<file path="src/rtl/bus_turnaround_arbiter_pkg.sv">
// Shared encodings, counter widths and the two-requester arbitration rule.
// Pure definitions; no clocked logic.
package bus_turnaround_arbiter_pkg;

    localparam int HOLD_W = 8;
    localparam int TURN_W = 4;

    typedef enum logic [1:0] {
        IDLE = 2'b00,
        OWN0 = 2'b01,
        OWN1 = 2'b10,
        TURN = 2'b11
    } arb_state_e;

    // On a tie the requester that did not own the bus last goes first.
    function automatic arb_state_e arb_pick(input logic req0, input logic req1,
                                            input logic last_owner);
        if (req0 && req1) return last_owner ? OWN0 : OWN1;
        else if (req0)    return OWN0;
        else if (req1)    return OWN1;
        else              return IDLE;
    endfunction

endpackage

</file>
<file path="src/rtl/bus_turnaround_arbiter_if.sv">
// Request/grant and tristate-control bundle between requesters and the arbiter.
// master = requester side, slave = arbiter side.
interface bus_turnaround_arbiter_if;
    logic req0;
    logic req1;
    logic grant0;
    logic grant1;
    logic sel;
    logic oe;
    logic busy;

    modport master (output req0, output req1,
                    input grant0, input grant1, input sel, input oe, input busy);
    modport slave  (input req0, input req1,
                    output grant0, output grant1, output sel, output oe, output busy);
endinterface

</file>
<file path="src/rtl/bus_turnaround_arbiter_arb_cycle_counter.sv">
// Loadable up-counter that saturates at sat_val; tc flags count == sat_val.
// Load wins over enable; count updates one cycle after load/en, no backpressure.
module arb_cycle_counter #(
    parameter int WIDTH = 8
) (
    input  logic             clk,
    input  logic             rst_n,
    input  logic             load,
    input  logic [WIDTH-1:0] load_val,
    input  logic             en,
    input  logic [WIDTH-1:0] sat_val,
    output logic             tc
);

    logic [WIDTH-1:0] count_q;
    logic [WIDTH-1:0] count_d;

    always_comb begin
        count_d = count_q;
        if (load) begin
            count_d = load_val;
        end else if (en && (count_q != sat_val)) begin
            count_d = count_q + 1'b1;
        end
    end

    always_ff @(posedge clk or negedge rst_n) begin
        if (!rst_n) begin
            count_q <= '0;
        end else begin
            count_q <= count_d;
        end
    end

    assign tc = (count_q == sat_val);

endmodule

</file>
<file path="src/rtl/bus_turnaround_arbiter.sv">
// Two-requester tristate bus arbiter with enforced oe=0 turnaround and hold-time fairness.
// Grant one cycle after request; all outputs registered; a waiting requester forces handoff after MAX_HOLD.
module bus_turnaround_arbiter
    import bus_turnaround_arbiter_pkg::*;
#(
    parameter int TURN_CYCLES = 1,
    parameter int MAX_HOLD    = 8
) (
    input  logic                     clk,
    input  logic                     rst_n,
    bus_turnaround_arbiter_if.slave  bus
);

    localparam logic [HOLD_W-1:0] HOLD_MAX = HOLD_W'(MAX_HOLD);
    localparam logic [TURN_W-1:0] TURN_LEN = TURN_W'(TURN_CYCLES);

    arb_state_e state_q, state_d;
    logic grant0_q, grant0_d;
    logic grant1_q, grant1_d;
    logic sel_q, sel_d;
    logic oe_q, oe_d;
    logic busy_q, busy_d;
    logic last_owner_q, last_owner_d;

    logic hold_load, hold_en, hold_tc;
    logic turn_load, turn_en, turn_tc;
    logic own_d, own_q;

    always_comb begin
        state_d = state_q;
        unique case (state_q)
            IDLE: state_d = arb_pick(bus.req0, bus.req1, last_owner_q);
            OWN0: if (!bus.req0 || (hold_tc && bus.req1)) state_d = TURN;
            OWN1: if (!bus.req1 || (hold_tc && bus.req0)) state_d = TURN;
            TURN: if (turn_tc) state_d = arb_pick(bus.req0, bus.req1, last_owner_q);
            default: state_d = IDLE;
        endcase

        // Outputs are computed from the next state so the registered copies line up with state_q.
        grant0_d     = (state_d == OWN0);
        grant1_d     = (state_d == OWN1);
        oe_d         = grant0_d | grant1_d;
        busy_d       = (state_d != IDLE);
        sel_d        = sel_q;
        last_owner_d = last_owner_q;
        if (grant0_d) begin
            sel_d        = 1'b0;
            last_owner_d = 1'b0;
        end else if (grant1_d) begin
            sel_d        = 1'b1;
            last_owner_d = 1'b1;
        end

        own_d     = (state_d == OWN0) || (state_d == OWN1);
        own_q     = (state_q == OWN0) || (state_q == OWN1);
        hold_load = own_d && (state_d != state_q);
        hold_en   = own_q && (state_d == state_q);
        turn_load = (state_d == TURN) && (state_q != TURN);
        turn_en   = (state_d == TURN) && (state_q == TURN);
    end

    always_ff @(posedge clk or negedge rst_n) begin
        if (!rst_n) begin
            state_q      <= IDLE;
            grant0_q     <= 1'b0;
            grant1_q     <= 1'b0;
            sel_q        <= 1'b0;
            oe_q         <= 1'b0;
            busy_q       <= 1'b0;
            last_owner_q <= 1'b1;
        end else begin
            state_q      <= state_d;
            grant0_q     <= grant0_d;
            grant1_q     <= grant1_d;
            sel_q        <= sel_d;
            oe_q         <= oe_d;
            busy_q       <= busy_d;
            last_owner_q <= last_owner_d;
        end
    end

    arb_cycle_counter #(.WIDTH(HOLD_W)) u_hold_cnt (
        .clk      (clk),
        .rst_n    (rst_n),
        .load     (hold_load),
        .load_val (HOLD_W'(1)),
        .en       (hold_en),
        .sat_val  (HOLD_MAX),
        .tc       (hold_tc)
    );

    arb_cycle_counter #(.WIDTH(TURN_W)) u_turn_cnt (
        .clk      (clk),
        .rst_n    (rst_n),
        .load     (turn_load),
        .load_val (TURN_W'(1)),
        .en       (turn_en),
        .sat_val  (TURN_LEN),
        .tc       (turn_tc)
    );

    assign bus.grant0 = grant0_q;
    assign bus.grant1 = grant1_q;
    assign bus.sel    = sel_q;
    assign bus.oe     = oe_q;
    assign bus.busy   = busy_q;

endmodule

</file>
<file path="src/flat_wrapper.sv">
// flat-port wrapper written by rule: the top's interface ports become plain ports
module bus_turnaround_arbiter_flat import bus_turnaround_arbiter_pkg::*;
#(
    parameter int TURN_CYCLES = 1,
    parameter int MAX_HOLD    = 8
)
  (clk, rst_n, bus_req0, bus_req1, bus_grant0, bus_grant1, bus_sel, bus_oe, bus_busy);
  bus_turnaround_arbiter_if bus_i ();
  input  logic clk;
  input  logic rst_n;
  input wire logic [$bits(bus_i.req0)-1:0] bus_req0;
  input wire logic [$bits(bus_i.req1)-1:0] bus_req1;
  output wire logic [$bits(bus_i.grant0)-1:0] bus_grant0;
  output wire logic [$bits(bus_i.grant1)-1:0] bus_grant1;
  output wire logic [$bits(bus_i.sel)-1:0] bus_sel;
  output wire logic [$bits(bus_i.oe)-1:0] bus_oe;
  output wire logic [$bits(bus_i.busy)-1:0] bus_busy;
  assign bus_i.req0 = bus_req0;
  assign bus_i.req1 = bus_req1;
  assign bus_grant0 = bus_i.grant0;
  assign bus_grant1 = bus_i.grant1;
  assign bus_sel = bus_i.sel;
  assign bus_oe = bus_i.oe;
  assign bus_busy = bus_i.busy;
  bus_turnaround_arbiter #(.TURN_CYCLES(TURN_CYCLES), .MAX_HOLD(MAX_HOLD)) u_core (.clk(clk), .rst_n(rst_n), .bus(bus_i));
endmodule
</file>
<file path="config.mk">
export PLATFORM = sky130hd
export DESIGN_NAME = bus_turnaround_arbiter_flat
export DESIGN_NICKNAME = d
export VERILOG_FILES = /design/src/rtl/bus_turnaround_arbiter_pkg.sv /design/src/rtl/bus_turnaround_arbiter_if.sv /design/src/rtl/bus_turnaround_arbiter_arb_cycle_counter.sv /design/src/rtl/bus_turnaround_arbiter.sv /design/src/flat_wrapper.sv
export SDC_FILE = /design/constraint.sdc
export NUM_CORES = 1
export LEC_CHECK = 0
export ABC_AREA = 0
export BUFFER_PORTS_ARGS = -buffer_cell sky130_fd_sc_hd__buf_2
export CELL_PAD_IN_SITES_DETAIL_PLACEMENT = 1
export CELL_PAD_IN_SITES_GLOBAL_PLACEMENT = 2
export CORE_MARGIN = 2
export CORE_UTILIZATION = 39
export CTS_BUF_LIST = sky130_fd_sc_hd__clkbuf_2 sky130_fd_sc_hd__clkbuf_4 sky130_fd_sc_hd__clkbuf_8
export DETAILED_ROUTE_END_ITERATION = 8
export GPL_ROUTABILITY_DRIVEN = 1
export PLACE_DENSITY = 0.86
export SKIP_CTS_REPAIR_TIMING = 1
export SYNTH_ARGS = -nofsm -noshare
export SYNTH_HDL_FRONTEND = slang
export SYNTH_SLANG_ARGS = --single-unit
export TNS_END_PERCENT = 10
</file>
<file path="constraint.sdc">
create_clock -name clk -period 3.7 [get_ports clk]
set_clock_uncertainty 0.1 [all_clocks]
set_input_delay 0.185 -clock clk [delete_from_list [all_inputs] [get_ports clk]]
set_output_delay 0.185 -clock clk [all_outputs]
set_load 0.02 [all_outputs]
</file>
; ---- Word-level counts from Yosys, hierarchy flattened
; Cells that the tools add are included.
[totals]
inputBits = 4
register_bits = 20
out_inout_bits = 5
[classes]
n_eq_ne = 13
bitwise = 1
add_sub_neg = 2
muxes = 14
n_reduce_logical = 20
[op_table]
columns = operator, count
row1 = two-way mux 8 bit, 2
row2 = two-way mux 2 bit, 7
row3 = logical AND 1 bit, 9
row4 = "adder 8 x 1 -> 8 bit, second input constant", 1
row5 = "== test 2 bit, second input constant", 4
row6 = "== test 8 x 4 -> 1 bit, second input constant", 1
row7 = two-way mux 4 bit, 2
row8 = "!= test 8 x 4 -> 1 bit, second input constant", 1
row9 = one-hot mux 2 bit (4 select lines), 1
row10 = nonzero test 2 bit, 4
row11 = "adder 4 x 1 -> 4 bit, second input constant", 1
row12 = "== test 2 x 1 -> 1 bit, second input constant", 2
row13 = "== test 4 x 1 -> 1 bit, second input constant", 1
row14 = logical OR 1 bit, 4
row15 = "!= test 4 x 1 -> 1 bit, second input constant", 1
row16 = == test 2 bit, 1
row17 = zero test 1 bit, 2
row18 = zero test 2 bit, 1
row19 = two-way mux 1 bit, 2
row20 = != test 2 bit, 1
row21 = "!= test 2 bit, second input constant", 1
row22 = bitwise OR 1 bit, 1

; ---- Logic depth before layout (Yosys ltp)
[depth]
depth_word = 10
ltp_mapped = 13
depth_no_buf = 13

; ---- By module
; From an unflattened synthesis, not the netlist that was laid out.
[hier_totals]
cells_unflattened = 154
hier_area_um2 = 1537.7
[by_module_without_submodules]
columns = module, cells_per_inst, seq_area_each_um2, area_per_inst_um2, instances
row1 = bus_turnaround_arbiter, 67, 201.4, 626.9, 1
row2 = arb_cycle_counter (u_core.u_hold_cnt), 59, 200.2, 591.8, 1
row3 = arb_cycle_counter (u_core.u_turn_cnt), 28, 100.1, 319.1, 1

; ---- Least setup slack after synthesis
; OpenSTA, ideal clock, no wires.
[synth_timing]
path_kind = register to register
start = register u_core.u_hold_cnt.count_q[0]
end = register u_core.u_hold_cnt.count_q[0]
stages_incl_launch_ff = 13
setup_slack_ps = 557
synth_period_minus_slack_ps = 3143
n_path_buf = 0
required_time_ps = 3480
t_arrival_ps = 2923
cell_sequence = dfrtp_1 > inv_1 > ha_1 > or4b_4 > or3_4 > o221a_4 > nand2_1 > o21ai_0 > ha_1 > inv_1 > a31oi_1 > o21bai_4 > a21oi_2
[synth_between]
elab_chain_len = 9
word_cells_on_any_way = 21
cone_classes = 1 x add/sub / 6 x eq/ne / 5 x mux / 9 x reduce/logical
[synth_lines]
columns = item, line
row1 = start: declaration, bus_turnaround_arbiter_arb_cycle_counter.sv:15  ; logic [WIDTH-1:0] count_q;
row2 = start signal: assignment, bus_turnaround_arbiter_arb_cycle_counter.sv:31  ; count_q <= count_d;
row3 = == test 8 x 4 -> 1 bit, bus_turnaround_arbiter_arb_cycle_counter.sv:35  ; assign tc = (count_q == sat_val);
row4 = "logical AND 1 bit, on equally long branches", "bus_turnaround_arbiter.sv:34, bus_turnaround_arbiter.sv:33"
row5 = "logical OR 1 bit, on equally long branches", "bus_turnaround_arbiter.sv:34, bus_turnaround_arbiter.sv:33"
row6 = "two-way mux 2 bit, on equally long branches", "bus_turnaround_arbiter.sv:34, bus_turnaround_arbiter.sv:33"
row7 = one-hot mux 2 bit (4 select lines), bus_turnaround_arbiter.sv:31  ; unique case (state_q)
row8 = == test 2 x 1 -> 1 bit (tied with other cells), bus_turnaround_arbiter.sv:54  ; own_d = (state_d == OWN0) || (state_d == OWN1);
row9 = logical OR 1 bit / logical AND 1 bit (equally long branches), "bus_turnaround_arbiter.sv:54, bus_turnaround_arbiter.sv:57"
row10 = "logical AND 1 bit, on equally long branches", "bus_turnaround_arbiter.sv:56, bus_turnaround_arbiter_arb_cycle_counter.sv:22"
row11 = two-way mux 8 bit / nonzero test 2 bit (equally long branches), -
; Several ways; a longest one is shown, not always the timed one. The select of a mux whose other input is x is not followed.
; A chain may end at the register's enable or synchronous reset.

; ---- Worst setup path in the final report
[layout_timing]
start = register u_core.u_hold_cnt.count_q[0]
end = register u_core.u_hold_cnt.count_q[0]
[layout_between]
elab_chain_len = 9
word_cells_on_any_way = 21
cone_classes = 1 x add/sub / 6 x eq/ne / 5 x mux / 9 x reduce/logical
[layout_lines]
columns = item, line
row1 = == test 8 x 4 -> 1 bit (*), bus_turnaround_arbiter_arb_cycle_counter.sv:35
row2 = "logical AND 1 bit, on equally long branches", "bus_turnaround_arbiter.sv:34, bus_turnaround_arbiter.sv:33"
row3 = "logical OR 1 bit, on equally long branches", "bus_turnaround_arbiter.sv:34, bus_turnaround_arbiter.sv:33"
row4 = "two-way mux 2 bit, on equally long branches", "bus_turnaround_arbiter.sv:34, bus_turnaround_arbiter.sv:33"
row5 = one-hot mux 2 bit (4 select lines) (*), bus_turnaround_arbiter.sv:31
row6 = via u_core.state_d[0], bus_turnaround_arbiter.sv:17  ; arb_state_e state_q, state_d;
row7 = == test 2 x 1 -> 1 bit (tied with other cells), bus_turnaround_arbiter.sv:54
row8 = logical OR 1 bit / logical AND 1 bit (equally long branches), "bus_turnaround_arbiter.sv:54, bus_turnaround_arbiter.sv:57"
row9 = "logical AND 1 bit, on equally long branches", "bus_turnaround_arbiter.sv:56, bus_turnaround_arbiter_arb_cycle_counter.sv:22"
row10 = two-way mux 8 bit / nonzero test 2 bit (equally long branches), -
; Mark *: on every way through the listed nets, which the timed path passes. The rest lies on a longest branch. The select of a mux whose other input is x is not followed.

==> summary.txt <==
Power
  • Clk network pwr share: 8.7%
  • P_int: 0.7297 mW
  • Sequential Power Share: 24.3%
  • Pwr Density: 1008 nW/µm²
  • Net Sw Frac: 50.72%
  • Combinational share of power: 67.0%
  • Switching power: 0.7512 mW
  • VDD IR-drop max: 0.4263 mV
  • Leak Pwr: 0.7004 nW

Placed design
  • I/O Buffers: 8
  • Final HPWL DP: 2448 µm
  • Placer Congestion: 0.8612

Timing
  • Final period utilization: 92.25%
  • Worst slew margin: 67.58%
  • Final setup vio count: 0
  • Worst-Margin Slew: 0.4801 ns
  • Final Hold Vio Count: 0
  • Post-layout min period: 3.413 ns
  • Slew Viols, Final: 0
  • RSZ-0062 raised after global routing: false
  • Setup TNS: 0 ns
  • Fmax achieved: 0.2930 GHz

Run status
  • Outcome: completed

Global route
  • Largest net degree at the start of global routing: 21
  • All-Layer GR Usage: 17.65%
  • Grt total ovfl: 0
  • Vias in the first global route: 1204
  • Initial antenna violation count: 0
  • First-pass GRT wire length: 5589 µm

Floorplanning
  • Die area: 3873 µm²
  • Die Height: 62.23 µm
  • Starting Density: 40.27%
  • I/O pin count: 9
  • Horiz. Die Dim: 62.23 µm
  • Rows: 21
  • Core footprint: 3284 µm²

Critical path
  • CP Launch Point: u_core.u_hold_cnt.count_q[0]$_DFFE_PN0P_
  • Worst reg2reg path depth: 12
  • Crit path DAT: 3.51 ns
  • CP Max Fanout: 6
  • Worst Setup Start Kind: register
  • Critical Path End: u_core.u_hold_cnt.count_q[0]$_DFFE_PN0P_
  • Worst Path Required: 3.80 ns
  • Critical path class: register to register
  • Reg2reg start: u_core.u_hold_cnt.count_q[0]$_DFFE_PN0P_
  • Reg-to-Reg End: u_core.u_hold_cnt.count_q[0]$_DFFE_PN0P_
  • Setup slack, reg-to-reg: 0.29 ns
  • CP Capture Type: register

Logic synthesis
  • FFs w/ async S/R, synth: 100.0%
  • Ys flop type: dfrtp_1
  • Synth top area share: 35.95%
  • Syn Inst Count: 145
  • Top cell type by total area after synthesis: dfrtp_1
  • Synthesized area: 1323 µm²
  • Post-synth EDFFs: 0
  • Ys Warns: 0
  • Syn Area/Cell: 9.121 µm²
  • Unique cell type count in the Yosys netlist: 40
  • Sequential share of the synthesized area: 37.94%
  • Top post-synthesis cells by area: dfrtp_1, ha_1, nand2_1, o21ai_0, inv_1
  • Total nets after synthesis: 161
  • #FFs+latches synth: 20

Drt
  • Via-to-Cell Ratio: 5.475
  • Routed WL: 3133 µm
  • # DRC: 0
  • Via count: 1117
  • Average wire per standard cell: 15.36 µm
  • Pre-antenna DRT Iters: 4
  • Initial drt markers: 69
  • Routed Antenna Nets: 0

Min path
  • HP Class: input port to async pin

Cells and area
  • Most common cell after layout, fill and taps aside: nand2_1
  • Multi-input logic area: 763.2 µm²
  • Ant diodes: 0
  • Nets@finish: 175
  • Layout area overhead: 11.07%
  • Core Util, Final: 44.72%
  • Layout cells sized above 1: 15.82%
  • Most frequent cells in the layout: nand2_1, dfrtp_1, inv_1, o21ai_0, ha_1
  • FF+latch area: 501.7 µm²
  • Fillers: 404

Clock network
  • H-tree level count: 1
  • Sink Count: 20
  • Clock-pin slew on the worst setup and hold paths: 0.12 ns
  • CTS max path bufs: 2
  • Clk root buf: clkbuf_4
  • Worst-Skew Late Latency: 0.30 ns
  • CTS tree: done
  • Clock buffer count from CTS: 3

Run
  • Max_cap viols: 0
## registers in the layout (all words and copies together) (netlist names)
name and cells:
u_core.u_turn_cnt.count_q 4, u_core.last_owner_q 1, u_core.bus.grant1 1, u_core.state_q 2, u_core.bus.busy 1, u_core.u_hold_cnt.count_q 8
u_core.bus.oe 1, u_core.bus.sel 1, u_core.bus.grant0 1
## layout make-up
class                   count  share of cell area [%]
clock buffers               4                   2.470
well taps                  46                   3.918
repair buffers             10                   3.918
multi-input cells         110                   51.96
inverters                  14                   3.578
flip-flops and latches     20                   34.16
## worst min path at each step
| stage | from | to | slack (ns) | depth (start not counted) |
|---|---|---|---|---|
| after detailed placement | rst_n | u_core.bus.grant1$_DFF_PN0_ | 0.06 | 1 |
| final | rst_n | u_core.u_hold_cnt.count_q[7]$_DFFE_PN0P_ | 0.25 | 2 |
| after global routing | rst_n | u_core.bus.grant1$_DFF_PN0_ | 0.27 | 2 |
| after global placement | rst_n | u_core.bus.grant1$_DFF_PN0_ | 0.05 | 1 |
| after floorplan | rst_n | u_core.bus.busy$_DFF_PN0_ | -0.21 | 0 |
| after CTS | rst_n | u_core.u_hold_cnt.count_q[7]$_DFFE_PN0P_ | -0.28 | 1 |
## cells in the mapped netlist, types with 2 or more instances
cell     number
a21oi_1       6
o21ai_0      13
inv_1        14
and3_1        2
nand3_1       4
dfrtp_1      19
nand4_1       4
nor3_1        4
nor2_1       11
a31oi_1       2
nand2_1      23
xnor2_1       2
ha_1         12
a211o_1       3
## cell families (layout without fill, tap and decap cells)
group,count (synthesis),count (layout),synth area share [%]
AO/OA/AOI/OAI,36,36,19.96
XOR/XNOR,3,3,1.987
adder cells (fa/ha/maj),12,12,11.35
buffers and inverters,15,28,4.825
flip-flops,20,20,37.94
multiplexers,2,2,2.460
AND/OR/NAND/NOR,57,57,21.48
## power groups by stage
stage / Sequential (mW) / Clock, mW / Combinational, mW
global route: 0.371 / 0.144 / 1.12
finish: 0.360 / 0.129 / 0.992
floorplan: 0.376 / 0 / 0.737
CTS: 0.359 / 0.134 / 0.986
detailed placement: 0.364 / 0 / 0.979
global placement: 0.358 / 0 / 0.932
## per-stage QoR
| step | hold slack (ns) | area, µm² | cells | setup WS (ns) | total power [mW] |
|---|---|---|---|---|---|
| 5_1_grt | 0.2655 | 1469 | 204 | 0.08832 | 1.631 |
| 3_3_place_gp | 0.05076 | 1416 | 199 | 0.3160 | 1.291 |
| 6_report | 0.2502 | 1469 | 204 | 0.2869 | 1.481 |
| 2_1_floorplan | -0.2106 | 1323 | 145 | 0.5572 | 1.113 |
| 4_1_cts | -0.2813 | 1453 | 203 | 0.1207 | 1.479 |
| 3_5_place_dp | 0.06022 | 1416 | 199 | 0.1331 | 1.342 |
## critical path: stages, from the launching register on
cell and delay (ns):
dfrtp_1 0.45, inv_1 0.12, ha_1 0.15, or4b_4 0.46, o41ai_1 0.49, o21ai_0 0.15, and3_1 0.20, a21oi_1 0.24
ha_1 0.23, inv_1 0.10, a31oi_2 0.32, o21bai_4 0.21, a21oi_2 0.08
## per-layer routing
metal	track usage [%]	part of all wire, %	vias up
met5	0	0	-
li1	-	-	533
met2	30.03	48	15
met4	4.722	0.61	0
met1	23.61	49	567
met3	2.536	2.5	2
Power figures use the tool's default switching activity.
